--- src/rtl/blink_scheduler.sv ---
// LED blink sequencer: a prescaled tick drives a programmed number of
// on/off cycles, either with all LEDs together or as a walking one-hot.
module blink_scheduler #(
    parameter int CLK_HZ  = 10_000_000,
    parameter int TICK_HZ = 1_000,
    parameter int N_LEDS  = 4,
    parameter int PER_W   = 16,
    parameter int CNT_W   = 8
) (
    input  logic              clk_i,
    input  logic              rst_n_i,
    input  logic              start_i,
    input  logic              stop_i,
    input  logic [PER_W-1:0]  period_i,
    input  logic [CNT_W-1:0]  blinks_i,
    input  logic              walk_i,
    output logic [N_LEDS-1:0] led_po,
    output logic              busy_o,
    output logic              done_o
);

    localparam int DIV   = CLK_HZ / TICK_HZ;
    localparam int PRE_W = (DIV > 1) ? $clog2(DIV) : 1;
    localparam int IDX_W = (N_LEDS > 1) ? $clog2(N_LEDS) : 1;

    typedef enum logic [1:0] {IDLE, ON, OFF, DONE} state_t;

    state_t state, state_next;

    logic [PRE_W-1:0]  pre;
    logic [PER_W-1:0]  period_q;
    logic [PER_W-1:0]  half;
    logic [CNT_W-1:0]  blinks_q;
    logic [CNT_W-1:0]  completed;
    logic [IDX_W-1:0]  idx;
    logic              walk_q;

    logic              tick;
    logic              running;
    logic              accept;
    logic              half_end;
    logic              last_blink;
    logic              advance;
    logic [IDX_W-1:0]  idx_inc;

    logic [N_LEDS-1:0] led_next;
    logic              busy_next;
    logic              done_next;
    logic [IDX_W-1:0]  idx_sel;
    logic              walk_sel;

    assign tick       = (pre == PRE_W'(DIV - 1));
    assign running    = (state == ON) || (state == OFF);
    assign accept     = (state == IDLE) && start_i && !stop_i &&
                        (period_i != '0) && (blinks_i != '0);
    assign half_end   = tick && (half == period_q - PER_W'(1));
    assign last_blink = (completed == blinks_q - CNT_W'(1));
    assign advance    = (state == OFF) && !stop_i && half_end && !last_blink;
    assign idx_inc    = (idx == IDX_W'(N_LEDS - 1)) ? '0 : idx + IDX_W'(1);

    always_ff @(posedge clk_i or negedge rst_n_i) begin
        if (!rst_n_i) begin
            state <= IDLE;
        end else begin
            state <= state_next;
        end
    end

    always_comb begin
        state_next = state;
        case (state)
            IDLE: begin
                if (accept) begin
                    state_next = ON;
                end
            end
            ON: begin
                if (stop_i) begin
                    state_next = IDLE;
                end else if (half_end) begin
                    state_next = OFF;
                end
            end
            OFF: begin
                if (stop_i) begin
                    state_next = IDLE;
                end else if (half_end) begin
                    state_next = last_blink ? DONE : ON;
                end
            end
            DONE: begin
                state_next = IDLE;
            end
            default: begin
                state_next = IDLE;
            end
        endcase
    end

    // Output values are computed from the next state so the registered
    // outputs line up exactly with the state they describe.
    always_comb begin
        idx_sel   = idx;
        walk_sel  = walk_q;
        led_next  = '0;
        busy_next = 1'b0;
        done_next = 1'b0;
        if (accept) begin
            idx_sel  = '0;
            walk_sel = walk_i;
        end else if (advance) begin
            idx_sel = idx_inc;
        end
        case (state_next)
            ON: begin
                busy_next = 1'b1;
                led_next  = walk_sel ? (N_LEDS'(1) << idx_sel) : '1;
            end
            OFF: begin
                busy_next = 1'b1;
            end
            DONE: begin
                done_next = 1'b1;
            end
            default: begin
                led_next = '0;
            end
        endcase
    end

    always_ff @(posedge clk_i or negedge rst_n_i) begin
        if (!rst_n_i) begin
            led_po <= '0;
            busy_o <= 1'b0;
            done_o <= 1'b0;
        end else begin
            led_po <= led_next;
            busy_o <= busy_next;
            done_o <= done_next;
        end
    end

    // Prescaler only runs inside a sequence, so the first tick lands
    // exactly DIV cycles after entering ON.
    always_ff @(posedge clk_i or negedge rst_n_i) begin
        if (!rst_n_i) begin
            pre <= '0;
        end else if (running && !stop_i) begin
            pre <= tick ? '0 : pre + PRE_W'(1);
        end else begin
            pre <= '0;
        end
    end

    always_ff @(posedge clk_i or negedge rst_n_i) begin
        if (!rst_n_i) begin
            half <= '0;
        end else if (!running || stop_i || half_end) begin
            half <= '0;
        end else if (tick) begin
            half <= half + PER_W'(1);
        end
    end

    always_ff @(posedge clk_i or negedge rst_n_i) begin
        if (!rst_n_i) begin
            period_q  <= '0;
            blinks_q  <= '0;
            walk_q    <= 1'b0;
            completed <= '0;
            idx       <= '0;
        end else if (accept) begin
            period_q  <= period_i;
            blinks_q  <= blinks_i;
            walk_q    <= walk_i;
            completed <= '0;
            idx       <= '0;
        end else if (advance) begin
            completed <= completed + CNT_W'(1);
            idx       <= idx_inc;
        end
    end

endmodule

--- config.mk ---
export PLATFORM = sky130hd
export DESIGN_NAME = blink_scheduler
export DESIGN_NICKNAME = d
export VERILOG_FILES = /design/src/rtl/blink_scheduler.sv
export SDC_FILE = /design/constraint.sdc
export NUM_CORES = 1
export LEC_CHECK = 0
export CAP_MARGIN = 25
export CORE_ASPECT_RATIO = 1.1
export CORE_MARGIN = 2
export CORE_UTILIZATION = 63
export CTS_CLUSTER_DIAMETER = 150
export CTS_CLUSTER_SIZE = 40
export DETAILED_ROUTE_END_ITERATION = 10
export HOLD_SLACK_MARGIN = 0.06
export PLACE_DENSITY_LB_ADDON = 0.2
export SYNTH_ARGS = -nofsm -noshare
export SYNTH_HDL_FRONTEND = slang
export SYNTH_SLANG_ARGS = --single-unit
--- constraint.sdc ---
create_clock -name clk_i -period 5 [get_ports clk_i]
set_input_delay 1 -clock clk_i [delete_from_list [all_inputs] [get_ports clk_i]]
set_output_delay 1 -clock clk_i [all_outputs]
set_load 0.01 [all_outputs]
==> impl_metrics.json <==
{
  "critical_path.slowest_cell": "nor3_2",
  "holdPathStages": 1,
  "fin_tns_setup_ns": 0,
  "cpPeakStageDelay_ns": 0.79,
  "rows": 31,
  "cts_tree": "built",
  "crit_path_end_kind": "flop",
  "min_path_type": "reg -> reg",
  "path_class": "reg -> reg",
  "drtIter0Drc": 217,
  "async_flop_share_pct": 100,
  "min_period_ns": 3.68,
  "drc": 0,
  "worst_pin_slew_ns": 0.990,
  "internal-power_mw": 1.39,
  "finalPower_mw": 2.26,
  "final_nets": 560,
  "n_fill_cell": 511,
  "root_buffer": "clkbuf_8",
  "syn_inst": 493,
  "max_freq_mhz": 272,
  "r2r_cells": 10,
  "vias": 3663,
  "r2r_start": "period_q[0]",
  "avgSynthCellArea_um2": 8.82,
  "combPwrFrac_pct": 36.5,
  "post_cts_buffers": 0,
  "hold_buffers": 0,
  "start_util_pct": 65.6,
  "port_buffers": 34,
  "hold_viol": 0,
  "ios": 35,
  "synth_ff_type": "dfrtp_1",
  "crit_path_start_kind": "flop",
  "cts.sinks": 73,
  "die_y_um": 91.1,
  "clk_path_buf_depth": 2,
  "drive_gt1_share_pct": 6.10,
  "place_congestion": 0.923,
  "skew_ns": 0.0106,
  "cts_max_level": 3,
  "dieArea_um2": 7580,
  "finalSetupViolations": 0,
  "rsz0062_at_grt": "no",
  "dp_hpwl_um": 7090,
  "slew_violations": 0,
  "seqPwrFrac_pct": 40.2,
  "switching_power_mw": 0.868,
  "clockPowerShare_pct": 23.3,
  "rrSetupSlack_ns": 1.32,
  "grt_start_max_net_pins": 43,
  "grt_util_all_layers_pct": 27.5,
  "wire_per_inst_um": 16.0,
  "wl_um": 9740,
  "outcome": "finished clean",
  "synth-edff-count": 0,
  "ant_nets": 0,
  "grt_pass1_vias": 3615,
  "hp-start": "pre[0]",
  "rr_endpoint": "completed[5]",
  "power_switching_share_pct": 38.4,
  "holdPathEnd": "pre[0]",
  "syn_to_final_growth_pct": 13.9,
  "clk_latency_ns": 0.35,
  "antenna_found_initial": 0,
  "synthDistinctLibCells": 61,
  "ir_drop_mv": 0.307,
  "p_leak_nw": 2.15,
  "overflow": 0,
  "cts.clk_slew.worst_paths_ns": 0.07,
  "crit_fanout": 15,
  "drv_cap": 0,
  "vias_per_cell": 6.03,
  "grt_pass1_wl_um": 17000,
  "cts_buffers": 9,
  "synth_seq_cells": 73,
  "max_slew_margin_pct": 33.6,
  "fp.coreArea_um2": 6630,
  "syn-num-nets": 533,
  "synth_area_um2": 4350,
  "yosysWarningCount": 0,
  "finalCritPeriodShare_pct": 73.6,
  "path_cells": "inv_1 -> ha_1 -> nor3b_2 -> nand2_2 -> or4_4 -> a2111oi_0 -> o211ai_1 -> nor3_2 -> a31oi_1 -> a41o_1",
  "diodes": 0,
  "dr.pass1.iters": 4,
  "power_density_nw_per_um2": 456,
  "required_ns": 5.24,
  "dieWidth_um": 83.2,
  "ctsResizeCount": 0,
  "critPathArrivalTime_ns": 3.92,
  "ys_seq_area_share_pct": 42.0
}
## worst max-delay path by stage
stage / end / startpoint / slack (ns)
floorplan: led_po[3] / period_q[0] / 1.77
global placement: completed[6] / period_q[0] / 1.42
detailed placement: completed[6] / period_q[0] / 1.35
CTS: completed[5] / period_q[0] / 1.35
global route: completed[5] / period_q[0] / 0.98
finish: completed[5] / period_q[0] / 1.32
## cell families after synthesis
family	Yosys count	share of synthesized area [%]
and+or+nand+nor	245	27.8
DFF	73	42.0
AOI/OAI and AO/OA	68	11.4
xor gates and xnor gates	52	10.5
buffers and inverters	37	3.45
adders and majority gates	11	3.16
muxes	7	1.64
## sequential cells by signal, summed over array words and instances (netlist names)
signal     count
blinks_q       8
busy_o         1
completed      8
done_o         1
half          16
idx            2
led_po         4
period_q      16
pre           14
state          2
walk_q         1
## cell type report
type	count	area, um^2	area share, %
multi-input cells	383	2380	48.0
flip-flops and latches	73	1830	36.9
repair buffers	37	358	7.22
clock buffers	12	155	3.13
well taps	82	103	2.07
clock inverters	4	75.1	1.52
inverters	16	60.1	1.21
## cells in the final DEF, fill, tap and decap left out, types with 4 or more instances in the layout
cell type and instances:
nand3_1 18, xor2_1 26, clkbuf_8 11, nand4_1 8, inv_1 16, ha_1 11, xnor2_1 26, mux2i_1 6
nand2_1 87, nor4_1 15, or3_1 6, dfrtp_1 73, and3_1 9, clkdlybuf4s50_1 33, o22ai_1 4, nor3_1 5
a21oi_1 9, nand2b_1 6, nor4b_1 4, a31oi_1 5, nand3b_1 5, nor2_1 60, o21ai_0 12
## power by group through the flow
stage | Sequential (mW) | Combinational, mW | Clock, mW
global route | 0.925 | 0.924 | 0.560
CTS | 0.903 | 0.821 | 0.535
global placement | 0.905 | 0.783 | 0
floorplan | 0.850 | 0.635 | 0
finish | 0.908 | 0.825 | 0.527
detailed placement | 0.911 | 0.810 | 0
## metrics by stage
step,cells,worst slack [ns],hold slack (ns),utilization [%],cell area [um^2]
2_1_floorplan,493,1.77,0.425,-,4350
3_3_place_gp,591,1.42,0.448,71.2,4720
3_5_place_dp,591,1.35,0.475,71.2,4720
4_1_cts,607,1.35,0.488,74.7,4950
5_1_grt,607,0.984,0.504,74.7,4950
6_report,607,1.32,0.481,74.7,4950
## synth_stat cells (all sizes together) (3+ instances only)
master,number,area share (%)
ha,11,3.2
xnor2,26,5.2
o21ai,13,1.5
nand2,88,7.7
nor4,17,2.9
o31ai,3,0.52
nor3,7,1.0
and4,3,0.60
dfrtp,73,42
nor4b,4,0.81
o211ai,4,0.81
nor2b,3,0.43
mux2i,6,1.4
a31oi,5,0.72
nand4,8,1.2
inv,16,1.4
o22ai,4,0.58
or4,4,0.78
nand3,18,2.1
clkbuf,14,1.2
nor2,60,5.2
xor2,26,5.2
a21oi,10,1.2
o31a,3,0.60
nand3b,5,0.86
and3,9,1.3
or3,6,0.86
nand2b,6,0.86
buf,7,0.86
## critical path, delay by kind of cell, from the launching register on
kind,cells,cell delay [ns]
buf+inv,1,0.10
simple gates,4,1.81
fa+ha+maj,1,0.17
compound gates,4,1.04
flops,1,0.44
## metal layers
metal | global-route usage (%) | share of wire (%) | vias up | wire [um]
li1 | - | - | 1771 | -
met1 | 36.7 | 46 | 1778 | 4460
met2 | 45.0 | 48 | 98 | 4720
met3 | 4.82 | 3.9 | 16 | 380
met4 | 10.4 | 1.9 | 0 | 186
met5 | 0 | 0 | - | 0
(Power assumes the default switching activity.)
